$ cat src/rtl/mem_stage.sv
// MIPS memory stage: latches EX payload, aligns/merges load data, drives WB bus.
// Optional MS_RDATA_HOLD_EN keeps the first-cycle SRAM word across WB stalls.
module mem_stage #(
  parameter int ES_TO_MS_BUS_WD = 119,
  parameter int MS_TO_WS_BUS_WD = 83
) (
  input  logic                       clk,
  input  logic                       resetn,
  output logic                       ms_allowin,
  input  logic                       es_to_ms_valid,
  input  logic [ES_TO_MS_BUS_WD-1:0] es_to_ms_bus,
  input  logic [31:0]                data_sram_rdata,
  input  logic                       ws_allowin,
  output logic                       ms_to_ws_valid,
  output logic [MS_TO_WS_BUS_WD-1:0] ms_to_ws_bus,
  output logic [9:0]                 stall_ms_bus,
  output logic [32:0]                forward_ms_bus
);

  logic                       ms_valid;
  logic                       ms_ready_go;
  logic [ES_TO_MS_BUS_WD-1:0] bus_r;

  logic [2:0]  ld_type;
  logic        res_from_mem;
  logic        cp0_wen;
  logic        res_from_cp0;
  logic [7:0]  cp0_addr;
  logic [3:0]  gr_we;
  logic [4:0]  dest;
  logic [31:0] rt_value;
  logic [31:0] alu_result;
  logic [31:0] pc;

  assign {ld_type, res_from_mem, cp0_wen, res_from_cp0, cp0_addr,
          gr_we, dest, rt_value, alu_result, pc} = bus_r;

  assign ms_ready_go    = 1'b1;
  assign ms_allowin     = !ms_valid || (ms_ready_go && ws_allowin);
  assign ms_to_ws_valid = ms_valid && ms_ready_go;

  always_ff @(posedge clk or negedge resetn) begin
    if (!resetn) begin
      ms_valid <= 1'b0;
    end else if (ms_allowin) begin
      ms_valid <= es_to_ms_valid;
    end
  end

  always_ff @(posedge clk or negedge resetn) begin
    if (!resetn) begin
      bus_r <= '0;
    end else if (es_to_ms_valid && ms_allowin) begin
      bus_r <= es_to_ms_bus;
    end
  end

  logic [31:0] rdata;

`ifdef MS_RDATA_HOLD_EN
  logic [31:0] rdata_r;
  logic        hold;

  // SRAM word is only valid in the load's first MEM cycle; keep it.
  always_ff @(posedge clk or negedge resetn) begin
    if (!resetn) begin
      hold    <= 1'b0;
      rdata_r <= '0;
    end else if (ms_to_ws_valid && ws_allowin) begin
      hold    <= 1'b0;
    end else if (ms_valid && res_from_mem && !hold) begin
      hold    <= 1'b1;
      rdata_r <= data_sram_rdata;
    end
  end

  assign rdata = hold ? rdata_r : data_sram_rdata;
`else
  assign rdata = data_sram_rdata;
`endif

  logic [1:0]  k;
  logic        is_lb, is_lbu, is_lh, is_lhu, is_lwl, is_lwr;
  logic [7:0]  ld_byte;
  logic [15:0] ld_half;
  logic [31:0] lwl_data;
  logic [31:0] lwr_data;
  logic [3:0]  lwl_we;
  logic [3:0]  lwr_we;
  logic [31:0] merged;
  logic [3:0]  merge_we;
  logic [3:0]  we_eff;
  logic [31:0] load_data;
  logic [31:0] final_result;

  assign k      = alu_result[1:0];
  assign is_lb  = ld_type == 3'b001;
  assign is_lbu = ld_type == 3'b010;
  assign is_lh  = ld_type == 3'b011;
  assign is_lhu = ld_type == 3'b100;
  assign is_lwl = ld_type == 3'b101;
  assign is_lwr = ld_type == 3'b110;

  assign ld_byte  = rdata[{k, 3'b000} +: 8];
  assign ld_half  = k[1] ? rdata[31:16] : rdata[15:0];
  assign lwl_data = rdata << {~k, 3'b000};
  assign lwr_data = rdata >> {k, 3'b000};

  always_comb begin
    lwl_we = 4'b1111;
    lwr_we = 4'b1111;
    unique case (k)
      2'd0: begin lwl_we = 4'b1000; lwr_we = 4'b1111; end
      2'd1: begin lwl_we = 4'b1100; lwr_we = 4'b0111; end
      2'd2: begin lwl_we = 4'b1110; lwr_we = 4'b0011; end
      2'd3: begin lwl_we = 4'b1111; lwr_we = 4'b0001; end
      default: ;
    endcase
  end

  // Unwritten lanes come from rt so the forwarded value is the merged GPR.
  always_comb begin
    merge_we = is_lwl ? lwl_we : lwr_we;
    for (int i = 0; i < 4; i++) begin
      merged[8*i +: 8] = !merge_we[i] ? rt_value[8*i +: 8] :
                         is_lwl ? lwl_data[8*i +: 8] : lwr_data[8*i +: 8];
    end
  end

  always_comb begin
    load_data = rdata;
    unique case (1'b1)
      is_lb:           load_data = {{24{ld_byte[7]}}, ld_byte};
      is_lbu:          load_data = {24'd0, ld_byte};
      is_lh:           load_data = {{16{ld_half[15]}}, ld_half};
      is_lhu:          load_data = {16'd0, ld_half};
      is_lwl, is_lwr:  load_data = merged;
      default:         load_data = rdata;
    endcase
  end

  assign we_eff       = (res_from_mem && (is_lwl || is_lwr)) ? merge_we : gr_we;
  assign final_result = res_from_mem ? load_data : alu_result;

  assign ms_to_ws_bus   = {cp0_wen, res_from_cp0, cp0_addr, we_eff,
                           dest, final_result, pc};
  assign stall_ms_bus   = {ms_valid && |we_eff, we_eff & {4{ms_valid}}, dest};
  assign forward_ms_bus = {ms_valid, final_result};

endmodule

$ cat config.mk
export PLATFORM = sky130hd
export DESIGN_NAME = mem_stage
export DESIGN_NICKNAME = d
export VERILOG_FILES = /design/src/rtl/mem_stage.sv
export SDC_FILE = /design/constraint.sdc
export NUM_CORES = 1
export LEC_CHECK = 0
export CORE_MARGIN = 1.5
export CORE_UTILIZATION = 41
export DETAILED_ROUTE_END_ITERATION = 10
export HOLD_SLACK_MARGIN = 0.05
export PLACE_DENSITY = 0.89
export REMOVE_ABC_BUFFERS = 1
export SYNTH_ARGS = -nofsm -noshare
export SYNTH_HDL_FRONTEND = slang
export SYNTH_SLANG_ARGS = --single-unit
$ cat constraint.sdc
create_clock -name clk -period 2.1 [get_ports clk]
set_clock_uncertainty 0.05 [all_clocks]
set_input_delay 0.42 -clock clk [delete_from_list [all_inputs] [get_ports clk]]
set_output_delay 0.42 -clock clk [all_outputs]
set_load 0.05 [all_outputs]
==> results of run 1 <==
## metrics by stage
step	area, um2	hold WS [ns]
after global placement	11300	0.323
after global routing	13200	0.467
after floorplan	6570	0.0744
after CTS	12900	0.450
after detailed placement	11300	0.324
final	13200	0.452
## cells in the mapped netlist (3+ instances only)
library cell and n:
o22a_1 6, o21a_1 10, o32ai_1 6, nand2b_1 6
buf_4 86, a21oi_1 13, and3_1 9, a221oi_2 8
o21ai_0 29, a31oi_1 9, and2_1 3, nand2_1 34
mux2i_1 24, dfrtp_1 120, o211ai_1 8, mux4_2 9
clkbuf_1 20, nand3_1 11, nor2_1 27, a22oi_1 8
mux2_2 128, nor3_1 11, inv_1 9, buf_2 24
o21ai_1 10, o22ai_1 32
## how the worst max path moves through the flow
stage,to,slack (ns),cells after the start
floorplan,forward_ms_bus[1],-2.81,5
global placement,forward_ms_bus[22],-0.83,7
detailed placement,forward_ms_bus[20],-0.83,7
CTS,forward_ms_bus[20],-0.83,6
global route,ms_to_ws_bus[49],-0.96,6
finish,ms_to_ws_bus[49],-0.91,6
## power breakdown
| part | switching, uW | total, uW | internal (uW) |
|---|---|---|---|
| clock | 1190 | 3110 | 1930 |
| sequential | 248 | 2910 | 2660 |
| combinational | 4290 | 7860 | 3570 |
## timing repair
action	CTS	global route
hold buffers	1	0
pin swaps	33	20
cloned	2	0
endpoints found under the setup margin	79	83
resized for setup	168	67
endpoints found under the hold margin	39	0
setup buffers	20	15
## sequential cells by signal, indices dropped and copies added, names as in the netlist
| name | cells |
|---|---|
| ms_to_ws_valid | 1 |
| bus_r | 119 |
## layer usage
layer | up-vias | part of all wire, % | GRT usage, %
li1 | 3144 | - | -
met2 | 408 | 51 | 51.6
met5 | - | 0 | 0
met4 | 0 | 3.8 | 13.8
met1 | 3628 | 38 | 35.5
met3 | 92 | 7.5 | 7.17
## cell type report
| type | count | area [um2] | area share (%) |
|---|---|---|---|
| flip-flops and latches | 120 | 3010 | 22.7 |
| clock inverters | 14 | 185 | 1.40 |
| clock buffers | 18 | 439 | 3.31 |
| multi-input cells | 429 | 4250 | 32.1 |
| inverters | 9 | 40.0 | 0.302 |
| diodes | 1 | 2.50 | 0.0189 |
| repair buffers | 455 | 5040 | 38.0 |
| well taps | 229 | 287 | 2.16 |
## kinds of logic (layout without fill, tap and decap cells)
kind of cell    after synthesis  in the layout  synth area share (%)
compound gates              155            155                  14.4
flops                       120            120                  40.4
other cells                   0              1                     0
simple gates                112            112                  7.42
mux                         162            162                  25.6
buf+inv                     143            496                  12.2
==> results.yml, run 1 <==
logic_synthesis:
  ys_ff_latch: 120
  syn_avg_cell_area_um2: 10.7
  yosys.area.top_type: "dfrtp_1"
  synth_area_leaders: "dfrtp_1 40%, mux2_2 19%, buf_4 8.7%, mux2i_1 3.2%, mux4_2 2.7%"
  synth_ff_type: "dfrtp_1"
  synth_cell_types: 49
  syn_inst: 692
  ys_warn_count: 0
  synthArstFlopShare_pct: 100
  netlist_area_mm2: 0.00744
  yosysSeqAreaShare_pct: 40.4
  synth_edf_count: 0
  yosysTopAreaCellShare_pct: 40.4
timing:
  worst_slew_pin_slew_ns: 0.603
  drv_slew: 0
  rsz0062_at_grt: "yes"
  period_minus_slack_ns: 3.01
  setup_violations: 73
  fin_crit_sh_pct: 143
  maxSlewHeadroom_pct: 59.4
  hold_violations: 0
  tns_ns: -55.11
  setup_ws_ns: -0.911
  timing.fmax_mhz: 332
final_layout:
  area_growth_pct: 78.1
  nNetsFinal: 1187
  most-common-layout-cells: "185 x clkdlybuf4s50_1, 134 x buf_4, 123 x mux2_2, 115 x dfrtp_1, 69 x buf_12"
  layout_commonest_cell: "clkdlybuf4s50_1"
  final_cells: 1275
  drive_gt1_share_pct: 51.3
  fin_util_pct: 74.0
  fill_cells: 1104
routing:
  drt-total-wl_um: 29500
  drtAntennaViolNets: 0
  drc_errors: 0
  dr.pass1.iters: 5
  vias_per_cell: 5.70
  detail_route.wl_per_cell_um: 23.1
  drt_iter0_markers: 455
  vias: 7272
die:
  die-area_mm2: 0.0190
  start_util_pct: 41.6
  dieWidth_um: 138
  die_y_um: 138
  core-area_mm2: 0.0179
  fp-row-count: 49
  ioPinCount: 283
run:
  maxCapViolCount: 0
setup_path:
  worst_ep_arrival_time_ns: 2.54
  crit_required_ns: 1.63
  r2r_slack_ns: 0.38
  cpLargestDelayFamily: "multiplexers"
  worstSetupStartpointType: "register"
  critPathCaptureType: "output pin"
  critPathSlowestCell: "mux4_2"
  cp_max_fo: 8
  r2r-start: "ms_to_ws_valid"
  crit_type: "reg2out"
  worst_path_largest_cell_delay_ns: 0.55
  crit_chain: "mux4_2 -> o21a_1 -> nand3b_4 -> a221oi_2 -> nor2_2 -> buf_12"
  path_buf_inv: 1
  reg2reg_depth: 4
  cp-startpoint: "bus_r[33]"
  r2r-end: "bus_r[15]"
clock_network:
  clk_latency_ns: 0.41
  cts_sinks: 120
  tritoncts.num_buffers: 17
  h-tree-depth: 4
  cts_tree: "built"
  cts_buffer_depth: 2
  clock-root-buffer: "clkbuf_16"
  clk_pin_slew_ns: 0.06
run_status:
  violations: "negative setup slack"
  outcome: "complete, but fails checks"
pwr:
  powerDensity_mw_per_mm2: 1050
  power.total_uw: 13900
  p_leak_uw: 0.00570
  ir_worst_vdd_mv: 0.735
global_routing:
  grt_max_degree: 49
  antenna_found_initial: 1
  grt.overflow.total: 0
  grt_pass1_vias: 7669
  grt_pass1_wl_um: 42700
  track_usage_pct: 30.0
placed_design:
  port_buffers: 282
  hpwl_um: 20000
  place.gp.congestion: 0.871
  dp_slack_ns: -0.825
  dp_cells: 1207
hold_path:
  hold_path.class: "in2async"
Note: power is estimated with default switching activity, not from simulation.
==> run 2: changes to the inputs <==
--- a/config.mk
+++ b/config.mk
@@ -9,7 +9,7 @@
 export CORE_UTILIZATION = 41
 export DETAILED_ROUTE_END_ITERATION = 10
 export HOLD_SLACK_MARGIN = 0.05
-export PLACE_DENSITY = 0.89
+export PLACE_DENSITY = 0.77
 export REMOVE_ABC_BUFFERS = 1
 export SYNTH_ARGS = -nofsm -noshare
 export SYNTH_HDL_FRONTEND = slang
==> run 2 against run 1 <==
  * The flow still finishes with violations (negative setup slack)
  * Die area is the same
  * Critical path depth grew 3
  * Worst hold slack worse by 0.073 ns
  * Core utilization is 1.5 points higher
  * Critical endpoint is now ms_to_ws_bus[40]
  * Largest cell class unchanged
==> results.yml, run 2 (synthesis results as in run 1) <==
run_status:
  outcome: "complete, but fails checks"
  violations: "negative setup slack"
timing:
  setup_ws_ns: -0.890
  setup_violations: 73
  hold_violations: 0
  tns_ns: -58.37
  drv_slew: 0
  worst_slew_pin_slew_ns: 0.529
  maxSlewHeadroom_pct: 64.4
  fin_crit_sh_pct: 142
  rsz0062_at_grt: "yes"
  period_minus_slack_ns: 2.99
  timing.fmax_mhz: 334
final_layout:
  layout_commonest_cell: "clkdlybuf4s50_1"
  drive_gt1_share_pct: 53.0
  regMostFlops: "bus_r"
  most-common-layout-cells: "186 x clkdlybuf4s50_1, 155 x buf_4, 124 x mux2_2, 115 x dfrtp_1, 62 x buf_12"
  largest_reg_flops: 119
  fill_cells: 1095
  area_growth_pct: 81.7
  nNetsFinal: 1215
  diodes: 0
  final_cells: 1302
global_routing:
  track_usage_pct: 29.0
  grt_pass1_wl_um: 41200
  globalRouteMet3Util_pct: 7.47
  grt_pass1_vias: 7529
  grt_max_degree: 64
  use_met2_pct: 49.3
  grt_util_met1_pct: 34.0
  grt.overflow.total: 0
  antenna_found_initial: 1
  grt_most_used_layer: "met2"
pwr:
  ir_worst_vdd_mv: 0.751
  powerDensity_mw_per_mm2: 1030
  p_leak_uw: 0.00583
  power.total_uw: 14000
die:
  die_y_um: 138
  core-area_mm2: 0.0179
  ioPinCount: 283
  dieWidth_um: 138
  fp-row-count: 49
  start_util_pct: 41.6
  die-area_mm2: 0.0190
clock_network:
  clk_pin_slew_ns: 0.07
  tritoncts.num_buffers: 17
  cts_buffer_depth: 2
  clk_latency_ns: 0.42
  h-tree-depth: 4
  cts_tree: "built"
  cts_sinks: 120
  clock-root-buffer: "clkbuf_16"
routing:
  vias_per_cell: 5.66
  drt-total-wl_um: 29400
  drtAntennaViolNets: 0
  dr.pass1.iters: 5
  drc_errors: 0
  vias: 7366
  detail_route.wl_per_cell_um: 22.6
  drt_iter0_markers: 475
setup_path:
  crit_required_ns: 1.63
  critPathSlowestCell: "dfrtp_2"
  cpLargestDelayFamily: "buffers and inverters"
  crit_chain: "buf_4 -> buf_6 -> nor3b_2 -> a31oi_1 -> nor2_1 -> buf_4 -> a22oi_1 -> a31oi_1 -> buf_4"
  r2r_slack_ns: 0.39
  worst_ep_arrival_time_ns: 2.52
  crit_top_cell: "buf_4"
  r2r-start: "ms_to_ws_valid"
  worstSetupStartpointType: "register"
  cp_max_fo: 9
  worst_path_largest_cell_delay_ns: 0.46
  path_buf_inv: 4
  cp-startpoint: "bus_r[33]"
  crit_type: "reg2out"
  critPathCaptureType: "output pin"
hold_path:
  hold_path.class: "in2async"
run:
  maxCapViolCount: 0
placed_design:
  port_buffers: 282
  hpwl_um: 18900
  dp_cells: 1222
  place.gp.congestion: 0.880
[run 2: final timing paths]
check,end,depth (start not counted)
setup reg to reg,bus_r[32],4
setup / recovery,ms_to_ws_bus[40],9
hold reg to reg,bus_r[92],1
hold / removal,bus_r[47],2
min in group clk,bus_r[92],1
max in group asynchronous,bus_r[32],3
[run 2: metal layers]
layer	share of wire (%)	wire length (um)
met3	8.7	2560
met5	0.041	12
met1	37	10900
met4	4.9	1430
met2	49	14500
[run 2: area by class of cell]
type                       count  area (um2)  share of cell area, %
timing repair buffer         483        5260                   38.9
multi-input combinational    429        4320                   31.9
sequential                   120        3010                   22.3
clock buffer                  18         429                   3.18
tap                          229         287                   2.12
clock inverter                14         184                   1.36
inverter                       9        33.8                  0.250
[run 2: per-stage QoR]
stage          cell area, um2  worst slack (ns)  util, %  hold WS (ns)
3_3_place_gp            11300            -0.808     63.4         0.268
5_1_grt                 13500            -0.967     75.5         0.411
3_5_place_dp            11300            -0.821     63.4         0.268
4_1_cts                 12800            -0.838     71.8         0.396
6_report                13500            -0.890     75.5         0.379
2_1_floorplan            6570             -2.81        -        0.0744
[run 2: worst reg2reg max path: cells and delay by family, from the launching register on]
family	cells	cell delay, ns
DFF	1	0.55
muxes	1	0.41
and+or+nand+nor	2	0.35
buffers and inverters	1	0.23
[run 2: what timing repair did]
| action | in CTS | in global routing |
|---|---|---|
| gates resized for setup | 148 | 101 |
| cloned | 2 | 1 |
| buffers inserted | 26 | 21 |
| pin swaps | 43 | 40 |
| endpoints found under the setup margin | 78 | 85 |
| hold buffers | 1 | 0 |
| endpoints found under the hold margin | 26 | 0 |
[run 2: power breakdown]
part | internal, uW | switching, uW | leakage [uW]
clock | 1900 | 1220 | 0.000299
sequential | 2660 | 268 | 0.00140
combinational | 3620 | 4300 | 0.00413
